--- src/rtl/constants_pipe.sv ---
// Pipelined constant-operand datapath (merge / add+offset / xor-key / accumulate)
// with a valid/ready output stage. Define CONST_PIPE_SAT_EN for saturating add/acc and sticky ovf.
module constants_pipe #(
  parameter int          WIDTH  = 32,
  parameter int          STAGES = 2,
  parameter logic [31:0] MASK   = 32'h0000FFFF,
  parameter logic [31:0] OFFSET = 32'h00000001,
  parameter logic [31:0] KEY    = 32'hA5A5A5A5
) (
  input  logic             clk,
  input  logic             rst,
  input  logic [WIDTH-1:0] a,
  input  logic [WIDTH-1:0] b,
  input  logic [1:0]       mode,
  input  logic             in_valid,
  output logic             in_ready,
  input  logic             acc_clr,
  output logic [WIDTH-1:0] y,
  output logic             out_valid,
  input  logic             out_ready,
  output logic             ovf
);

  localparam logic [WIDTH-1:0] MASK_W   = WIDTH'(MASK);
  localparam logic [WIDTH-1:0] OFFSET_W = WIDTH'(OFFSET);
  localparam logic [WIDTH-1:0] KEY_W    = WIDTH'(KEY);

  logic [WIDTH-1:0] data_q [STAGES];
  logic [WIDTH-1:0] data_d [STAGES];
  logic [STAGES-1:0] vld_q, vld_d;
  logic [WIDTH-1:0] acc_q, acc_d;
  logic             ovf_q, ovf_d;

  logic             stall, accept;
  logic [WIDTH-1:0] acc_base, add_res, acc_res, res_d;
  logic             add_ovf, acc_ovf, sat_hit;

  assign stall    = out_valid & ~out_ready;
  assign in_ready = ~stall;
  assign accept   = in_valid & in_ready;
  // A clear coinciding with a mode-3 accept acts as if applied before the add.
  assign acc_base = acc_clr ? '0 : acc_q;

`ifdef CONST_PIPE_SAT_EN
  logic [WIDTH+1:0] add_sum;
  logic [WIDTH:0]   acc_sum;
  assign add_sum = {2'b00, a} + {2'b00, b} + {2'b00, OFFSET_W};
  assign acc_sum = {1'b0, acc_base} + {1'b0, a};
  assign add_ovf = |add_sum[WIDTH+1:WIDTH];
  assign acc_ovf = acc_sum[WIDTH];
  assign add_res = add_ovf ? '1 : add_sum[WIDTH-1:0];
  assign acc_res = acc_ovf ? '1 : acc_sum[WIDTH-1:0];
`else
  assign add_ovf = 1'b0;
  assign acc_ovf = 1'b0;
  assign add_res = a + b + OFFSET_W;
  assign acc_res = acc_base + a;
`endif

  always_comb begin
    res_d   = '0;
    sat_hit = 1'b0;
    case (mode)
      2'd0: res_d = (a & MASK_W) | (b & ~MASK_W);
      2'd1: begin
        res_d   = add_res;
        sat_hit = add_ovf;
      end
      2'd2: res_d = a ^ KEY_W;
      default: begin
        res_d   = acc_res;
        sat_hit = acc_ovf;
      end
    endcase
  end

  always_comb begin
    acc_d = acc_q;
    if (accept && mode == 2'd3) acc_d = acc_res;
    else if (acc_clr)           acc_d = '0;
  end

  assign ovf_d = ovf_q | (accept & sat_hit);

  // Single global stall: every stage holds while the output beat is refused.
  always_comb begin
    vld_d = vld_q;
    for (int i = 0; i < STAGES; i++) data_d[i] = data_q[i];
    if (!stall) begin
      vld_d[0] = accept;
      if (accept) data_d[0] = res_d;
      for (int i = 1; i < STAGES; i++) begin
        vld_d[i]  = vld_q[i-1];
        data_d[i] = data_q[i-1];
      end
    end
  end

  always_ff @(posedge clk or posedge rst) begin
    if (rst) begin
      vld_q <= '0;
      for (int i = 0; i < STAGES; i++) data_q[i] <= '0;
      acc_q <= '0;
      ovf_q <= 1'b0;
    end else begin
      vld_q <= vld_d;
      for (int i = 0; i < STAGES; i++) data_q[i] <= data_d[i];
      acc_q <= acc_d;
      ovf_q <= ovf_d;
    end
  end

  assign y         = data_q[STAGES-1];
  assign out_valid = vld_q[STAGES-1];
  assign ovf       = ovf_q;

endmodule

--- config.mk ---
export PLATFORM = sky130hd
export DESIGN_NAME = constants_pipe
export DESIGN_NICKNAME = d
export VERILOG_FILES = /design/src/rtl/constants_pipe.sv
export SDC_FILE = /design/constraint.sdc
export NUM_CORES = 1
export LEC_CHECK = 0
export ABC_AREA = 0
export BUFFER_PORTS_ARGS = -buffer_cell sky130_fd_sc_hd__buf_2
export CAP_MARGIN = 20
export CORE_ASPECT_RATIO = 1.75
export CORE_MARGIN = 5
export CORE_UTILIZATION = 35
export DETAILED_ROUTE_END_ITERATION = 10
export PLACE_DENSITY = 0.57
export SLEW_MARGIN = 20
export SYNTH_ARGS = -nofsm -noshare
export SYNTH_HDL_FRONTEND = slang
export SYNTH_SLANG_ARGS = --single-unit
export TNS_END_PERCENT = 5
--- constraint.sdc ---
create_clock -name clk -period 2.9 [get_ports clk]
set_clock_uncertainty 0.05 [all_clocks]
set_input_delay 0.58 -clock clk [delete_from_list [all_inputs] [get_ports clk]]
set_output_delay 0.58 -clock clk [all_outputs]
set_load 0.01 [all_outputs]
; After elaboration in Yosys (flattened, before gate mapping)
; Index checks and enable logic that the tools add are counted.
[word_totals]
reg_bits = 98
wordCells = 22
output_inout_bits = 35
[classes]
addsub = 3
n_mux = 3
n_reduce_logical = 3
bitwise_logic = 6
eq_ne = 3
[ops]
columns = operator, count
row1 = $pmux W32 S3, 1
row2 = $add A32 B32 Y32, 2
row3 = $mux W32, 2
row4 = $add A32 B1 Y32 const B, 1
row5 = $or A16 B32 Y32, 1
row6 = $not A16 Y16, 1
row7 = $eq A2 B2 Y1 const B, 2
row8 = $and A1 B1 Y1, 2
row9 = $eq A2 B1 Y1 const B, 1
row10 = $logic_not A2 Y1, 1
row11 = $not A1 Y1, 2
row12 = $reduce_and A2 Y1, 1
row13 = $logic_and A1 B1 Y1, 1

; Logic depth before layout (Yosys ltp)
; Gate-level depths: netlist of the first run.
[depth]
depth_word = 6
ltp_mapped = 13
mapped_depth_nobuf = 13

; Worst setup path before layout of the first run
; Ideal clock, no wire load.
[synth_timing]
path_kind = input to register
startpoint = input port acc_clr
endpoint = register acc_q[30]
setup_slack_ns = -0.465
t_arrival_ns = 3.196
cell_stages = 13
t_required_ns = 2.731
cell_sequence = clkbuf_1 nor2b_1 ha_1 fa_1 a21oi_1 o211ai_1 a21oi_1 o21ai_2 a31oi_2 o21ai_1 a31oi_1 mux2i_1 a21bo_1
[synth_between]
elab_chain_len = 3
[synth_lines]
columns = element, line_no
row1 = from (decl), 17  ; input logic acc_clr,
row2 = $mux W32 (*), n/a
row3 = $add A32 B32 Y32, 57  ; assign acc_res = acc_base + a;
row4 = $mux W32 (*), 79  ; if (accept && mode == 2'd3) acc_d = acc_res;
row5 = via acc_d[30], 31  ; logic [WIDTH-1:0] acc_q, acc_d;
row6 = to (signal assigned), 103  ; acc_q <= '0;
row7 = to (signal assigned), 108  ; acc_q <= acc_d;
row8 = to (decl), 31
; The timed path passes the listed nets; every way through them passes the cells marked *.
; A chain may end at the register's enable or synchronous reset.

; Worst setup path after layout of the first run
[layout_timing]
startpoint = input port acc_clr
endpoint = register data_q[62] in the netlist's numbering
[layout_between]
elab_chain_len = 3
[layout_lines]
columns = element, line_no
row1 = $mux W32, n/a
row2 = $add A32 B32 Y32, 57
row3 = $pmux W32 S3, 63  ; case (mode)
row4 = to (decl), 28  ; logic [WIDTH-1:0] data_q [STAGES];
; Every way passes these cells.

==> flow_summary_export.csv, run 1 <==
group,metric,value,unit
status,outcome,"finished with violations",
status,violations,"negative setup slack",
worst_setup_path,startpoint_type,"input port",
routing,routed_via_density,5.25,
die,die_height,207,um
global_route,grt_usage,21.7,%
timing,tns,-0.316,ns
timing,hold_viol_final,0,
routing,drc,0,
clock_tree,hold_buffers,0,
routing,num_vias,7667,
synthesis,netlist_area,7780,um2
worst_setup_path,crit_type,"in -> reg",
routing,finalWirelength,27.5,mm
global_route,grt_pass1_vias,7829,
synthesis,synth_edf_count,0,
synthesis,ys.warnings.count,0,
timing,fmax,0.336,GHz
timing,drv_slew,0,
place,place_ws,-0.659,ns
timing,worst_slew_pin_slew,0.717,ns
worst_setup_path,setup.worst_path.end_class,"register",
worst_setup_path,reg2reg_to,"data_q[62]$_DFFE_PP0P_",
place,postPlaceCellArea,9790,um2
worst_setup_path,critPathMaxFanout,8,
routing,wl_per_cell,18.8,um
cells_and_area,fin_area,10500,um2
die,start_util,35.4,%
pwr,pwr_density_cell,445,nW/um2
timing,min_period,2.97,ns
die,rows,72,
synthesis,async_reset_ff_share,100,%
routing,drt_iter0_drc,354,
clock_tree,clock-sinks,98,
synthesis,synthFlopType,"dfrtp_1",
synthesis,ys_seq_area_share,31.5,%
synthesis,avgSynthCellArea,8.40,um2
clock_tree,path_clk_slew,0.07,ns
die,die_x,123,um
min_path,hp-class,"in -> async",
clock_tree,clock-root-buffer,"clkbuf_16",
worst_setup_path,crit_arrival,3.18,ns
place,portBuffers,104,
clock_tree,htreeDepth,3,
synthesis,ys_ff_latch,98,
worst_setup_path,r2r_start,"acc_q[0]$_DFF_PP0_",
clock_tree,numCtsBuffers,9,
cells_and_area,drive_gt1_share,35.2,%
worst_setup_path,cp_slowest_cell,"a211o_1",
die,die_area,25400,um2
global_route,grt_pass1_wl,41.9,mm
timing,setup_viol,8,
worst_setup_path,rr_worst_depth,14,
run,drv_cap,0,
worst_setup_path,rrSetupSlack,0.05,ns
pwr,peakVddDrop,289,uV
pwr,p_leak,5.22,nW
global_route,grt_max_degree,99,
place,dp_hpwl,21.6,mm
synthesis,syn_inst,926,
worst_setup_path,slowest_delay,0.29,ns
timing,rsz0062_at_grt,"true",
global_route,antenna_found_initial,0,
global_route,grt_overflow,0,
routing,first_pass_iters,6,
worst_setup_path,worstPathCellList,"buf_12, buf_12, buf_8, buf_4, nor2b_4, ha_4, a21o_1, a21o_1, a211o_1, a31o_1, a31oi_4, o21ai_2, a31oi_2, mux2i_1, buf_4, o211ai_1",
routing,ant_nets,0,
clock_tree,cts_tree,"yes",
cells_and_area,finish.utilization,47.6,%
clock_tree,clk_latency,0.38,ns
cells_and_area,nFillCells,2232,
timing,period_share,103,%
clock_tree,clk_path_buf_depth,2,
synthesis,ys_types,68,
cells_and_area,n_antenna_cell,0,
timing,setup_ws,-0.0747,ns
timing,fin_hold_ws,0.292,ns
cells_and_area,nNetsFinal,1295,
die,boundaryPins,106,
place,gp_congestion,0.921,
timing,relSlewSlack,51.8,%
die,core,22000,um2
cells_and_area,area.growth.synth_to_final,34.4,%
synthesis,syn_nets,1062,
worst_setup_path,required,3.10,ns
-- how the worst max path moves through the flow --
| stage | from | endpoint | cells past startpoint |
|---|---|---|---|
| floorplan | a[0] | data_q[56]$_DFFE_PP0P_ | 13 |
| global route | b[0] | data_q[60]$_DFFE_PP0P_ | 16 |
| CTS | acc_clr | data_q[63]$_DFFE_PP0P_ | 14 |
| global placement | a[0] | data_q[60]$_DFFE_PP0P_ | 16 |
| detailed placement | a[0] | data_q[60]$_DFFE_PP0P_ | 16 |
| finish | acc_clr | data_q[62]$_DFFE_PP0P_ | 16 |
-- cells by family (layout without fill, tap and decap cells) --
kind of cell    count (synthesis)  after routing  share of synthesized area (%)
buf+inv                        97            335                           6.40
fa+ha+maj                      65             65                           10.6
mux                            21             21                           2.77
xor+xnor                       50             50                           5.63
flops                          98             98                           31.5
other cells                     1              1                         0.0482
compound gates                272            272                           23.8
simple gates                  322            322                           19.2
-- stage by stage --
step	instances	total power, mW
6_report	1460	4.65
5_1_grt	1460	4.91
4_1_cts	1458	4.67
3_5_place_dp	1439	3.37
3_3_place_gp	1439	3.35
2_1_floorplan	926	2.78
-- metal layers --
layer  GRT usage [%]  wire length [um]  up-vias
li1                -                 -     3737
met1            21.6              9670     3696
met2            41.1             15200      174
met3            3.00              1060       60
met4            12.8              1580        0
met5               0                 0        -
-- area by class of cell --
class	instances	area, um2	share of cell area, %
multi-input combinational	731	5150	49.3
sequential	98	2450	23.4
timing repair buffer	294	2080	19.9
tap	296	370	3.54
clock buffer	10	239	2.28
inverter	25	103	0.981
clock inverter	6	62.6	0.598
-- cell usage after synthesis, drive strengths merged, types with 3 or more instances --
cell type / number / area share, %
nand2: 168 / 8.1
dfrtp: 98 / 32
a21oi: 76 / 4.9
ha: 63 / 10
o21ai: 57 / 3.7
buf: 39 / 3.6
nor2b: 38 / 3.1
xnor2: 34 / 3.8
clkbuf: 33 / 1.6
nor2: 32 / 1.5
a21o: 27 / 2.6
inv: 24 / 1.2
a21bo: 22 / 2.8
nor3: 19 / 1.2
mux2i: 17 / 2.2
nand3: 17 / 1.1
xor2: 16 / 1.8
a221oi: 12 / 1.4
o211ai: 12 / 1.2
a31oi: 9 / 0.88
nand4: 9 / 0.72
a211oi: 8 / 0.84
and3: 8 / 0.64
o21a: 8 / 0.77
nand3b: 7 / 0.68
o21bai: 7 / 0.68
o221ai: 6 / 0.68
or3: 6 / 0.48
a2111oi: 4 / 0.69
and2: 4 / 0.35
mux2: 4 / 0.58
nand2b: 4 / 0.32
a211o: 3 / 0.34
a21boi: 3 / 0.29
a31o: 3 / 0.34
and4: 3 / 0.34
-- sequential cells by signal, summed over array words and instances, names as in the netlist --
name	count
acc_q	32
y	32
data_q	32
vld_q	2
-- placed cells by master, fill, tap and decap left out, types with 6 or more instances in the layout --
master	instances
a21bo_2	21
a21o_1	27
a21oi_1	63
a21oi_2	12
a221oi_1	10
a31oi_1	6
and3_1	8
buf_12	6
buf_2	101
buf_4	180
clkbuf_16	9
dfrtp_1	98
ha_1	58
inv_1	19
mux2i_1	17
nand2_1	166
nand3_1	16
nand3b_1	7
nand4_1	9
nor2_1	31
nor2b_1	24
nor2b_2	10
nor3_1	18
o211ai_1	12
o21a_1	8
o21ai_0	41
o21ai_1	8
o21ai_2	8
o21bai_1	7
o221ai_1	6
or3_1	6
xnor2_1	34
xor2_1	16
-- report_power, final --
group	internal (mW)	switching, mW
sequential	1.60	0.135
clock	0.625	0.633
combinational	0.761	0.898
total	2.99	1.67
-- timing repair --
item / in CTS / in global routing
setup buffers: 2 / 2
cloned: 1 / 0
setup endpoints to repair: 24 / 37
pin swaps: 30 / 19
gates resized for setup: 42 / 45
-- critical path: cells and delay by family --
family	cells	cell delay, ns
compound gates	8	1.33
fa+ha+maj	1	0.22
buf+inv	5	0.68
mux	1	0.25
simple gates	1	0.12
(Power assumes the default switching activity.)
==> inputs of run 2 (changes only) <==
--- a/config.mk
+++ b/config.mk
@@ -7,9 +7,7 @@
 export LEC_CHECK = 0
 export ABC_AREA = 0
 export BUFFER_PORTS_ARGS = -buffer_cell sky130_fd_sc_hd__buf_2
-export CAP_MARGIN = 20
 export CORE_ASPECT_RATIO = 1.75
-export CORE_MARGIN = 5
 export CORE_UTILIZATION = 35
 export DETAILED_ROUTE_END_ITERATION = 10
 export PLACE_DENSITY = 0.57
==> flow_summary_export.csv, run 2 (same netlist as run 1, synthesis figures left out) <==
group,metric,value,unit
status,outcome,"finished with violations",
status,violations,"negative setup slack",
clock_tree,clk_latency,0.36,ns
cells_and_area,finish.utilization,48.5,%
clock_tree,clk_path_buf_depth,2,
cells_and_area,n_antenna_cell,0,
timing,fmax,0.332,GHz
place,place_inst,1426,
place,gp_congestion,0.973,
cells_and_area,drive_gt1_share,35.7,%
worst_setup_path,crit_type,"in -> reg",
timing,hold_viol_final,0,
clock_tree,clock-root-buffer,"clkbuf_16",
cells_and_area,final_common_cell,"buf_4",
timing,worst_slew_pin_slew,0.630,ns
die,rows,71,
worst_setup_path,crit_arrival,3.21,ns
global_route,antenna_found_initial,0,
timing,rsz0062_at_grt,"true",
pwr,p_leak,5.23,nW
worst_setup_path,required,3.10,ns
timing,tns,-0.529,ns
worst_setup_path,timing.critical_path.from,"acc_clr",
global_route,grt_usage,24.9,%
clock_tree,clock-sinks,98,
timing,drv_slew,0,
routing,drc,0,
routing,first_pass_iters,4,
clock_tree,htreeDepth,3,
min_path,hp-class,"in -> async",
die,die_x,115,um
cells_and_area,final_cell_mix,"buf_4 (177), nand2_1 (167), buf_2 (101), dfrtp_1 (98), a21oi_1 (61)",
place,portBuffers,104,
place,dp_hpwl,21.5,mm
global_route,grt_max_degree,34,
worst_setup_path,r2r_start,"acc_q[0]$_DFF_PP0_",
routing,drt_iter0_drc,370,
clock_tree,numCtsBuffers,9,
global_route,grt_pass1_vias,8248,
clock_tree,cts_tree,"yes",
pwr,peakVddDrop,253,uV
pwr,p_total,4.74,mW
timing,setup_ws,-0.108,ns
routing,wl_per_cell,18.7,um
timing,relSlewSlack,57.9,%
cells_and_area,area.growth.synth_to_final,35.0,%
worst_setup_path,setup.worst_path.end_class,"register",
routing,num_vias,7707,
die,start_util,35.9,%
die,die_area,22900,um2
routing,routed_via_density,5.32,
pwr,pwr_density_cell,451,nW/um2
routing,ant_nets,0,
cells_and_area,nNetsFinal,1289,
cells_and_area,fin_area,10500,um2
die,boundaryPins,106,
global_route,grt_pass1_wl,42.5,mm
die,core,21700,um2
routing,finalWirelength,27.2,mm
die,die_height,199,um
global_route,grt_overflow,0,
clock_tree,path_clk_slew,0.07,ns
cells_and_area,finalNonFillerCells,1450,
run,drv_cap,0,
timing,min_period,3.01,ns
timing,period_share,104,%
timing,setup_viol,8,
worst_setup_path,critPathMaxFanout,7,
worst_setup_path,startpoint_type,"input port",
place,postPlaceCellArea,9700,um2
[run 2: layer usage]
layer,vias up,share of wire (%),global-route usage (%)
met5,-,0,0
met4,0,7.8,19.5
met3,89,3.2,2.55
met2,197,53,46.8
met1,3703,36,24.5
li1,3718,-,-
[run 2: per-stage QoR]
| stage | setup WS (ns) | hold slack [ns] |
|---|---|---|
| final | -0.108 | 0.246 |
| after global routing | -0.232 | 0.286 |
| after CTS | -0.103 | 0.265 |
| after detailed placement | -0.700 | 0.401 |
| after global placement | -0.688 | 0.395 |
| after floorplan | -0.194 | 0.385 |
[run 2: timing repair]
item,CTS,global route
endpoints found under the setup margin,26,36
cloned,1,0
hold endpoints to repair,0,0
hold buffers,0,0
buffers inserted,3,5
gates resized for setup,42,51
pin swaps,22,36
[run 2: critical path, cell delays in order]
cell	delay [ns]
buf_6	0.12
buf_12	0.15
buf_4	0.14
nor2b_4	0.14
ha_4	0.22
a21o_1	0.21
a2111oi_4	0.31
o31ai_2	0.12
nand3b_1	0.17
o21a_2	0.25
a211oi_2	0.22
xnor2_1	0.13
xor2_1	0.15
a221o_1	0.29
[run 2: path summary, 6_finish.rpt]
path	depth (start not counted)	end	slack, ns
setup / recovery	14	data_q[63]$_DFFE_PP0P_	-0.11
hold / removal	2	y[12]$_DFFE_PP0N_	0.25
setup reg to reg	14	data_q[62]$_DFFE_PP0P_	-0.08
hold reg to reg	2	y[7]$_DFFE_PP0N_	0.41
max in group asynchronous	3	acc_q[29]$_DFF_PP0_	1.93
min in group clk	2	y[7]$_DFFE_PP0N_	0.41
[run 2: power breakdown]
part	leakage [nW]	switching, mW	internal, mW
Combinational	3.85	0.915	0.763
Clock	0.157	0.632	0.696
Sequential	1.23	0.133	1.60
Total	5.23	1.68	3.06
[run 2: area by class of cell]
| cell class | count | area (um2) |
|---|---|---|
| sequential | 98 | 2450 |
| clock buffer | 9 | 225 |
| tap | 292 | 365 |
| fill | 2167 | 11200 |
| inverter | 25 | 103 |
| clock inverter | 7 | 95.1 |
| multi-input combinational | 731 | 5260 |
| timing repair buffer | 288 | 2010 |
